--- src/rtl/slice_packer_if.sv ---
// slice_packer_if: field-stream input and word-stream output of the slice packer
//   in_data/in_last/in_valid/in_ready : one slice field per beat toward the packer
//   out_data/out_valid/out_ready      : assembled 16-bit words from the packer
//   master : producer/consumer side; slave : packer side
interface slice_packer_if;
    logic [7:0]  in_data;
    logic        in_last;
    logic        in_valid;
    logic        in_ready;
    logic [15:0] out_data;
    logic        out_valid;
    logic        out_ready;
    modport master (output in_data, in_last, in_valid, out_ready, input in_ready, out_data, out_valid);
    modport slave (input in_data, in_last, in_valid, out_ready, output in_ready, out_data, out_valid);
endinterface

--- src/rtl/slice_packer.sv ---
// slice_packer: rebuilds 16-bit words from the three-field slice stream
//   clk, arst  : clock, asynchronous active-high reset
//   bus        : field input / word output streams (slave side)
//   frame_err  : sticky framing-error flag, cleared by err_clr
//   word_count : words delivered on the output, wraps at 2^16
module slice_packer #(
    parameter bit SWAP_F0 = 1'b1
) (
    input  logic        clk,
    input  logic        arst,
    slice_packer_if.slave bus,
    output logic        frame_err,
    input  logic        err_clr,
    output logic [15:0] word_count
);
    typedef enum logic [1:0] {F0, F1, F2} state_t;
    state_t state, state_nxt;
    logic [7:0] hold, hold_nxt;
    logic accept, deliver, complete, viol;
    // Only the completing beat needs the output slot, so back-pressure applies in F2 alone.
    assign bus.in_ready = (state != F2) || !bus.out_valid || bus.out_ready;
    assign accept = bus.in_valid & bus.in_ready;
    assign deliver = bus.out_valid & bus.out_ready;
    always_comb begin
        state_nxt = state;
        hold_nxt = hold;
        complete = 1'b0;
        viol = 1'b0;
        if (accept) begin
            case (state)
                F0: begin
                    viol = bus.in_last;
                    state_nxt = bus.in_last ? F0 : F1;
                    if (!bus.in_last)
                        hold_nxt[3:0] = SWAP_F0 ? {bus.in_data[1:0], bus.in_data[3:2]} : bus.in_data[3:0];
                end
                F1: begin
                    viol = bus.in_last;
                    state_nxt = bus.in_last ? F0 : F2;
                    if (!bus.in_last)
                        hold_nxt[7:4] = bus.in_data[3:0];
                end
                default: begin
                    complete = bus.in_last;
                    viol = !bus.in_last;
                    state_nxt = F0;
                end
            endcase
        end
    end
    always_ff @(posedge clk or posedge arst) begin
        if (arst) begin
            state <= F0;
            hold <= '0;
            bus.out_data <= '0;
            bus.out_valid <= 1'b0;
            frame_err <= 1'b0;
            word_count <= '0;
        end else begin
            state <= state_nxt;
            hold <= hold_nxt;
            if (complete)
                bus.out_data <= {bus.in_data, hold};
            bus.out_valid <= complete | (bus.out_valid & ~bus.out_ready);
            frame_err <= viol | (frame_err & ~err_clr);
            word_count <= word_count + {15'd0, deliver};
        end
    end
endmodule
--- src/flat_wrapper.sv ---
// flat-port wrapper written by rule: the top's interface ports become plain ports
module slice_packer_flat 
#(
    parameter bit SWAP_F0 = 1'b1
)
  (clk, arst, frame_err, err_clr, word_count, bus_in_data, bus_in_last, bus_in_valid, bus_out_ready, bus_in_ready, bus_out_data, bus_out_valid);
  slice_packer_if bus_i ();
  input  logic clk;
  input  logic arst;
  output logic frame_err;
  input  logic err_clr;
  output logic [15:0] word_count;
  input wire logic [$bits(bus_i.in_data)-1:0] bus_in_data;
  input wire logic [$bits(bus_i.in_last)-1:0] bus_in_last;
  input wire logic [$bits(bus_i.in_valid)-1:0] bus_in_valid;
  input wire logic [$bits(bus_i.out_ready)-1:0] bus_out_ready;
  output wire logic [$bits(bus_i.in_ready)-1:0] bus_in_ready;
  output wire logic [$bits(bus_i.out_data)-1:0] bus_out_data;
  output wire logic [$bits(bus_i.out_valid)-1:0] bus_out_valid;
  assign bus_i.in_data = bus_in_data;
  assign bus_i.in_last = bus_in_last;
  assign bus_i.in_valid = bus_in_valid;
  assign bus_i.out_ready = bus_out_ready;
  assign bus_in_ready = bus_i.in_ready;
  assign bus_out_data = bus_i.out_data;
  assign bus_out_valid = bus_i.out_valid;
  slice_packer #(.SWAP_F0(SWAP_F0)) u_core (.clk(clk), .arst(arst), .bus(bus_i), .frame_err(frame_err), .err_clr(err_clr), .word_count(word_count));
endmodule
--- config.mk ---
export PLATFORM = sky130hd
export DESIGN_NAME = slice_packer_flat
export DESIGN_NICKNAME = d
export VERILOG_FILES = /design/src/rtl/slice_packer_if.sv /design/src/rtl/slice_packer.sv /design/src/flat_wrapper.sv
export SDC_FILE = /design/constraint.sdc
export NUM_CORES = 1
export LEC_CHECK = 0
export BUFFER_PORTS_ARGS = -buffer_cell sky130_fd_sc_hd__buf_4
export CAP_MARGIN = 20
export CORE_ASPECT_RATIO = 2
export CORE_UTILIZATION = 48
export CTS_BUF_LIST = sky130_fd_sc_hd__clkbuf_8
export DETAILED_ROUTE_END_ITERATION = 16
export PLACE_DENSITY_LB_ADDON = 0.3
export SYNTH_ARGS = -nofsm -noshare
export SYNTH_HDL_FRONTEND = slang
export SYNTH_SLANG_ARGS = --single-unit
--- constraint.sdc ---
create_clock -name clk -period 1.46 [get_ports clk]
set_input_delay 0.292 -clock clk [delete_from_list [all_inputs] [get_ports clk]]
set_output_delay 0.292 -clock clk [all_outputs]
set_load 0.01 [all_outputs]
==> flow_summary.json, run 1 <==
{
  "crit_family": "flip-flops",
  "worstSetupStartpointType": "flip-flop",
  "ctsLongestPathBuffers": 2,
  "netlist.area_leader.share_pct": 61.28,
  "drt-initial-drc-count": 16,
  "gp_congestion": 0.8293,
  "violations": "negative setup slack",
  "die_w_um": 45.26,
  "hold_viol": 0,
  "route.met2.wl_mm": 2.433,
  "dp_cells": 227,
  "yosysTopAreaCell": "dfrtp_1",
  "slew_headroom_pct": 79.61,
  "drc": 0,
  "nets": 212,
  "syn-num-nets": 146,
  "fin_cells": 244,
  "synth_area_leaders": "dfrtp_1 61%, mux2_2 9.4%, mux2_1 5.6%",
  "crit_type": "reg2reg",
  "tns_ns": -0.04024,
  "grt_pass1_vias": 1357,
  "cts_max_level": 2,
  "ant_nets": 0,
  "wl_met1_mm": 1.357,
  "grt_overflow": 0,
  "cts_made_buffers": 5,
  "power_density_nw_per_um2": 1377,
  "yosysSeqAreaShare_pct": 61.28,
  "cts_tree": "done",
  "rsz0062_at_grt": "true",
  "rows": 31,
  "path_buf_inv": 1,
  "hold_class": "in2async",
  "final_common_cell": "buf_4",
  "vias_per_cell": 5.242,
  "synth_cells": 128,
  "core_area_um2": 3607,
  "worst_r2r_endpoint": "u_core.hold[0]",
  "cp_max_fo": 5,
  "rrSetupSlack_ns": -0.01,
  "peakVddDrop_uv": 945.4,
  "vias": 1279,
  "r2r_cells": 3,
  "synth_area_um2": 1797,
  "p_total_mw": 3.489,
  "grt_pass1_wl_mm": 6.106,
  "finalInstanceArea_um2": 2534,
  "arrival_ns": 1.65,
  "detailed_place_hpwl_mm": 2.731,
  "die_h_um": 88.52,
  "die_area_um2": 4006,
  "max_freq_ghz": 0.6782,
  "worst-slew-pin-transition_ns": 0.3058,
  "final.period_utilization_pct": 101.0,
  "critPathCaptureType": "flip-flop",
  "status": "complete, but fails checks",
  "grt_antenna_before_repair": 0,
  "grt_use_total_pct": 22.21,
  "critical-path-slowest-cell": "dfrtp_2",
  "critPathMaxStageDelay_ns": 0.48,
  "ys_ff_latch": 44,
  "power_leakage_nw": 1.249,
  "avgSynthCellArea_um2": 14.04,
  "wl_met3_um": 146,
  "yosysWarnings": 0,
  "insertion_delay_ns": 0.30,
  "ys_types": 23,
  "top_layer_used": "met4",
  "min_period_ns": 1.475,
  "setup_violations": 4,
  "crit_required_ns": 1.64,
  "port_buffers": 48,
  "mostFrequentLayoutCells": "58 x buf_4, 42 x dfrtp_1, 15 x mux2_2",
  "setup_ws_ns": -0.01460,
  "fill_cells": 272,
  "post-route-util_pct": 70.24,
  "holdBufCountCts": 0,
  "drt-pass1-iter-count": 4,
  "max_cap_violations": 0,
  "syn_to_final_growth_pct": 41.02,
  "drive_gt1_share_pct": 53.85,
  "clkTransAtPathRegs_ns": 0.08,
  "clock_skew_ns": 0.009292,
  "wl_per_cell_um": 17.16,
  "initial_utilization_pct": 49.81,
  "critical_path.cell_chain": "nor4_2 -> buf_4 -> mux2_2",
  "placed_area_um2": 2308,
  "io_pins": 49,
  "cts_sinks": 44,
  "grt_max_degree": 45,
  "drv_slew": 0,
  "rr_startpoint": "u_core.state[1]",
  "antenna_cells": 0,
  "cts_root_buf": "clkbuf_8",
  "drt_wl_total_mm": 4.186
}
state kept, by name, summed over array words and instances (netlist names):
| signal | cells |
|---|---|
| u_core.bus.out_data | 16 |
| u_core.bus.out_valid | 1 |
| u_core.frame_err | 1 |
| u_core.hold | 8 |
| u_core.state | 2 |
| u_core.word_count | 16 |
synthesized netlist by cell type (all sizes together):
master	instances
and4	1
nor3	2
buf	2
nor2	3
a21o	3
nor4	1
and2	2
clkbuf	1
xnor2	9
o21ai	1
inv	5
mux2	24
and3	3
nand4bb	1
xor2	5
dfrtp	44
nand4	4
nand3	7
nand2	5
nor4b	1
ha	4
metrics by stage:
step	setup slack (ns)	hold WS, ns
floorplan	-0.04100	0.3884
global placement	0.02742	0.3504
finish	-0.01460	0.03175
detailed placement	-0.02686	0.3579
global route	-0.05236	0.04788
CTS	0.02296	0.03234
worst register-to-register path, stage by stage, from the launching register on:
cell and delay [ns]:
dfrtp_2 0.48, nor4_2 0.35, buf_4 0.21, mux2_2 0.33
worst max-delay path by stage:
stage | start | end | slack (ns) | depth (start not counted)
3_3_place_gp | u_core.bus.out_valid | u_core.word_count[10] | 0.03 | 6
5_1_grt | u_core.state[1] | u_core.hold[0] | -0.05 | 3
6_report | u_core.state[1] | u_core.hold[0] | -0.01 | 3
4_1_cts | u_core.bus.out_valid | u_core.word_count[7] | 0.02 | 7
3_5_place_dp | u_core.bus.out_valid | u_core.word_count[15] | -0.03 | 6
2_1_floorplan | u_core.state[1] | u_core.bus.out_data[0] | -0.04 | 6
kinds of logic (layout without fill, tap and decap cells):
kind of cell             after synthesis  after routing  share of synthesized area (%)
multiplexers                          24             24                          15.04
AO/OA/AOI/OAI                          4              4                          1.532
AND/OR/NAND/NOR                       30             32                          10.24
flip-flops                            44             44                          61.28
XOR/XNOR                              14             14                          6.825
buffers and inverters                  8             73                          2.298
adder cells (fa/ha/maj)                4              4                          2.786
where the power goes:
group	internal, mW	total [mW]	leakage, nW	switching (mW)
clock network	0.372	0.769	0.0538	0.397
registers	1.54	1.78	0.563	0.237
logic	0.584	0.944	0.632	0.360
final cells by class:
class	count	area (um^2)	area share [%]
clock buffer	6	82.58	3.259
clock inverter	2	7.507	0.2963
inverter	5	18.77	0.7407
multi-input combinational	78	793.3	31.31
sequential	44	1104	43.56
tap	49	61.31	2.420
timing repair buffer	60	466.7	18.42
routing by layer:
metal	GRT usage, %	vias to the layer above
li1	-	576
met1	19.97	637
met2	39.13	49
met3	5.306	17
met4	18.46	0
met5	0	-
what timing repair did:
item / 4_1_cts / 5_1_grt
setup endpoints to repair: 11 / 12
setup buffers: 3 / 4
cloned: 1 / 1
gates resized for setup: 3 / 11
pin swaps: 2 / 3
Power figures use the tool's default switching activity.
==> run 2, diff against run 1 <==
CORE_UTILIZATION = 58   (was 48)
clock period = 1.9 ns   (was 1.46 ns; I/O delays follow)
==> run 2 against run 1 <==
Compared with the run above: the run now ends clean; clock power down 12%; fmax shrank 11%; total power shrank 23%; global-route usage rose by 3.4 points; sequential cell count unchanged; clock skew is 0.0020 ns lower; non-clock buffer count down 7; critical path type unchanged.
==> flow_summary.json, run 2 (synthesis gave the netlist of run 1 again) <==
{
  "clkPwrFrac_pct": 25.2,
  "slew_headroom_pct": 50.18,
  "dp_cells": 208,
  "initial_utilization_pct": 61.05,
  "grt_max_degree": 23,
  "cts_root_buf": "clkbuf_8",
  "swShare_pct": 26.86,
  "hold_viol": 0,
  "crit_start": "u_core.bus.out_valid",
  "nets": 203,
  "crit_required_ns": 2.09,
  "status": "completed",
  "fin_cells": 216,
  "multi_input_area_um2": 654.4,
  "crit_type": "reg2reg",
  "rsz0062_at_grt": "false",
  "wl_per_cell_um": 16.46,
  "cts_max_level": 2,
  "grt_pass1_wl_mm": 5.589,
  "p_total_mw": 2.695,
  "crit_end": "u_core.word_count[10]",
  "drt-initial-drc-count": 45,
  "worstSetupStartpointType": "flip-flop",
  "ctsLongestPathBuffers": 2,
  "die_area_um2": 3338,
  "clock_skew_ns": 0.007260,
  "max_cap_violations": 0,
  "port_buffers": 48,
  "vias": 1217,
  "worst_r2r_endpoint": "u_core.word_count[10]",
  "mostFrequentLayoutCells": "52 x buf_4, 44 x dfrtp_1, 15 x mux2_2",
  "seqPwrFrac_pct": 49.8,
  "drc": 0,
  "drv_slew": 0,
  "rows": 28,
  "insertion_delay_ns": 0.29,
  "die_h_um": 80.71,
  "ant_nets": 0,
  "vias_per_cell": 5.634,
  "setup_violations": 0,
  "holdBufCountCts": 0,
  "detailed_place_hpwl_mm": 2.667,
  "grt_pass1_vias": 1243,
  "cts_tree": "done",
  "post_cts_buffers": 0,
  "combinationalPowerShare_pct": 25.0,
  "cts_made_buffers": 5,
  "met2_usage_pct": 45.16,
  "fill_cells": 195,
  "reg.largest.list": "u_core.bus.out_data: 16 flops, u_core.word_count: 16 flops, u_core.hold: 8 flops",
  "rrSetupSlack_ns": 0.24,
  "power_density_nw_per_um2": 1157,
  "r2r_cells": 6,
  "peakVddDrop_uv": 1002,
  "cts_resized": 0,
  "gp_congestion": 0.7981,
  "drt-pass1-iter-count": 4,
  "syn_to_final_growth_pct": 29.67,
  "internal_power_mw": 1.971,
  "grt_overflow": 0,
  "final_common_cell": "buf_4",
  "drt_wl_total_mm": 3.555,
  "antenna_cells": 0,
  "grt-busiest-layer": "met2",
  "rr_startpoint": "u_core.bus.out_valid",
  "clkTransAtPathRegs_ns": 0.08,
  "grt_use_total_pct": 25.60,
  "arrival_ns": 1.84,
  "drive_gt1_share_pct": 41.94,
  "tns_ns": 0,
  "cp_max_fo": 4,
  "grt_antenna_before_repair": 0,
  "cts_sinks": 44,
  "io_pins": 49,
  "power_leakage_nw": 1.206,
  "use_met3_pct": 7.459,
  "seqCellArea_um2": 1101,
  "use_met1_pct": 26.01,
  "min_period_ns": 1.659,
  "max_freq_ghz": 0.6028,
  "p_sw_uw": 723.7,
  "worst-slew-pin-transition_ns": 0.7426,
  "final.period_utilization_pct": 87.31,
  "die_w_um": 41.36,
  "critPathCaptureType": "flip-flop",
  "core_area_um2": 2943,
  "hold_class": "in2async"
}
[run 2: cell count changes in the layout (fill, tap and decap cells not counted), sizes merged]
cell and delta:
and3 -2, buf -7, bufinv +1, clkbuf -1, clkinv +1, inv -1
[run 2: how the worst min path moves through the flow]
stage,slack (ns),start,endpoint,cells past startpoint
CTS,0.14,arst,u_core.word_count[12],2
global route,0.17,arst,u_core.word_count[12],2
global placement,0.45,arst,u_core.word_count[12],2
detailed placement,0.46,arst,u_core.word_count[12],2
finish,0.13,arst,u_core.word_count[10],2
floorplan,0.46,u_core.hold[0],u_core.bus.out_data[0],1
[run 2: per-stage QoR]
stage	setup slack (ns)	hold slack, ns	util [%]	cell area, um^2
2_1_floorplan	0.2841	0.4602	-	1797
4_1_cts	0.2427	0.1353	79.17	2330
6_report	0.2411	0.1268	79.17	2330
5_1_grt	0.1542	0.1750	79.17	2330
3_5_place_dp	0.1870	0.4562	75.51	2222
3_3_place_gp	0.2645	0.4461	75.51	2222
[run 2: cell type report]
cell class,count,area share [%]
Clock inverter,3,1.665
Tap cell,30,1.611
Clock buffer,5,2.954
Sequential cell,44,47.26
Multi-Input combinational cell,76,28.09
Timing Repair Buffer,53,17.62
Inverter,5,0.8056
[run 2: worst max-delay path, stage by stage (launching register included)]
cell and delay [ns]:
dfrtp_1 0.40, and2_1 0.17, ha_1 0.18, ha_1 0.23
and4_1 0.28, nand4_1 0.14, xnor2_1 0.14
[run 2: power groups by stage]
stage | clock [mW] | combinational, mW | sequential, mW
floorplan | 0 | 0.222 | 1.41
global placement | 0 | 0.654 | 1.33
detailed placement | 0 | 0.684 | 1.36
CTS | 0.698 | 0.686 | 1.34
global route | 0.725 | 0.732 | 1.38
finish | 0.680 | 0.673 | 1.34
[run 2: metal layers]
layer / wire length, um / share of wire, %
met2: 2069 / 58
met1: 1261 / 35
met5: 0 / 0
met3: 157 / 4.4
met4: 66 / 1.9
==> run 3, diff against run 2 <==
CORE_MARGIN = 1   (was unset)
clock period = 2.02 ns   (was 1.9 ns; I/O delays follow)
==> run 3 against run 2 <==
Compared with the run above: clock skew rose by 0.0024 ns; critical path depth fell by 3; worst hold slack worse by 0.028 ns; first-iteration DRC count is 44% lower; total power is 4.2% lower; register-to-register slack got worse by 0.09 ns; combinational power shrank 7.0%; final cell count fell by 0.46%; count of clock-buffer cells in the layout increased by 1; core utilization shrank 0.21 points; routed wire length is 1.4% lower; global-route usage shrank 0.84 points; critical endpoint is now u_core.bus.out_data[14].
==> flow_summary.json, run 3 (synthesis gave the netlist of run 1 again) <==
{
  "status": "completed",
  "insertion_delay_ns": 0.30,
  "reg.largest.list": "u_core.bus.out_data: 16 flops, u_core.word_count: 16 flops, u_core.hold: 8 flops",
  "cp_max_fo": 17,
  "crit_type": "reg2reg",
  "gp_congestion": 0.7635,
  "max_freq_ghz": 0.5361,
  "clkTransAtPathRegs_ns": 0.09,
  "vias_per_cell": 5.656,
  "arrival_ns": 2.04,
  "die_area_um2": 3338,
  "wl_met1_mm": 1.262,
  "port_buffers": 48,
  "p_sw_uw": 689.3,
  "internal_power_mw": 1.892,
  "drc": 0,
  "initial_utilization_pct": 61.05,
  "power_leakage_nw": 1.200,
  "grt_overflow": 0,
  "rsz0062_at_grt": "false",
  "combinationalPowerShare_pct": 24.2,
  "cts_made_buffers": 5,
  "final.period_utilization_pct": 92.34,
  "drt-initial-drc-count": 25,
  "max_cap_violations": 0,
  "worst-slew-pin-transition_ns": 0.7782,
  "drv_slew": 0,
  "nets": 202,
  "swShare_pct": 26.70,
  "rrSetupSlack_ns": 0.15,
  "rows": 28,
  "clkPwrFrac_pct": 27.0,
  "tns_ns": 0,
  "critPathCaptureType": "flip-flop",
  "worstSetupStartpointType": "flip-flop",
  "detailed_place_hpwl_mm": 2.614,
  "dp_cells": 207,
  "wl_met3_um": 135,
  "worst_r2r_endpoint": "u_core.bus.out_data[14]",
  "drt_wl_total_mm": 3.504,
  "peakVddDrop_uv": 1002,
  "clock_skew_ns": 0.009658,
  "antenna_cells": 0,
  "ant_nets": 0,
  "grt_pass1_vias": 1214,
  "cts_root_buf": "clkbuf_8",
  "mostFrequentLayoutCells": "52 x buf_4, 44 x dfrtp_1, 15 x mux2_2",
  "holdBufCountCts": 0,
  "grt_use_total_pct": 24.76,
  "grt_pass1_wl_mm": 5.471,
  "grt_antenna_before_repair": 0,
  "core_area_um2": 2943,
  "top_layer_used": "met4",
  "cts_tree": "done",
  "seqPwrFrac_pct": 48.8,
  "rr_startpoint": "u_core.state[1]",
  "io_pins": 49,
  "slew_headroom_pct": 48.12,
  "fin_cells": 215,
  "post_cts_buffers": 0,
  "wl_per_cell_um": 16.30,
  "hold_class": "in2async",
  "drt-pass1-iter-count": 4,
  "drive_gt1_share_pct": 42.16,
  "route.met2.wl_mm": 2.033,
  "setup_violations": 0,
  "die_w_um": 41.36,
  "hold_viol": 0,
  "vias": 1216,
  "die_h_um": 80.71,
  "min_period_ns": 1.865,
  "cts_max_level": 2,
  "ctsLongestPathBuffers": 2,
  "fill_cells": 176,
  "final_common_cell": "buf_4",
  "power_density_nw_per_um2": 1111,
  "cts_sinks": 44,
  "r2r_cells": 3,
  "crit_required_ns": 2.20,
  "grt_max_degree": 19,
  "syn_to_final_growth_pct": 29.32,
  "cts_resized": 0
}
==> run 3: cell count changes in the layout (fill, tap and decap cells not counted) <==
cell	previous run	this run
buf_12	1	0
clkbuf_8	5	6
clkinv_2	1	0
clkinv_4	0	1
inv_1	5	4
==> run 3: power by group through the flow <==
stage,sequential (mW),clock [mW],combinational (mW)
2_1_floorplan,1.33,0,0.209
3_3_place_gp,1.26,0,0.609
3_5_place_dp,1.28,0,0.636
4_1_cts,1.26,0.714,0.637
5_1_grt,1.29,0.741,0.676
6_report,1.26,0.697,0.626
==> run 3: critical path: stages (launching register included) <==
cell and delay [ns]:
dfrtp_1 0.49, ha_1 0.19, and3_1 0.65, mux2_2 0.42
==> run 3: metal layers <==
metal  vias to the layer above  GRT usage, %
li1                        551             -
met1                       620         27.41
met2                        37         41.88
met3                         8         5.801
met4                         0         10.97
met5                         -             0
==> run 3: cell type report <==
type,instances,area [um^2],area share (%)
Clock buffer,6,82.58,3.554
Clock inverter,2,38.79,1.669
Inverter,5,18.77,0.8078
Multi-Input combinational cell,76,654.4,28.16
Sequential cell,44,1101,47.39
Tap cell,30,37.54,1.616
Timing Repair Buffer,52,390.4,16.80
==> run 3: worst max path at each step <==
stage                         start                       to  slack [ns]  depth (start not counted)
finish              u_core.state[1]  u_core.bus.out_data[14]        0.15                          3
global route        u_core.state[1]  u_core.bus.out_data[14]        0.04                          3
CTS                 u_core.state[1]  u_core.bus.out_data[14]        0.15                          3
detailed placement    bus_out_ready  u_core.bus.out_data[14]        0.15                          4
global placement      bus_out_ready   u_core.bus.out_data[9]        0.21                          4
floorplan           u_core.state[0]   u_core.bus.out_data[0]        0.40                          5
==> run 3: through the flow <==
| stage | total power [mW] | hold WS, ns | setup slack (ns) | util, % | cell area (um^2) |
|---|---|---|---|---|---|
| after global routing | 2.706 | 0.1387 | 0.03929 | 78.95 | 2323 |
| after floorplan | 1.536 | 0.4602 | 0.4041 | - | 1797 |
| after detailed placement | 1.913 | 0.4348 | 0.1453 | 74.83 | 2202 |
| after global placement | 1.868 | 0.4258 | 0.2113 | 74.83 | 2202 |
| final | 2.582 | 0.09929 | 0.1547 | 78.95 | 2323 |
| after CTS | 2.612 | 0.1096 | 0.1485 | 78.95 | 2323 |
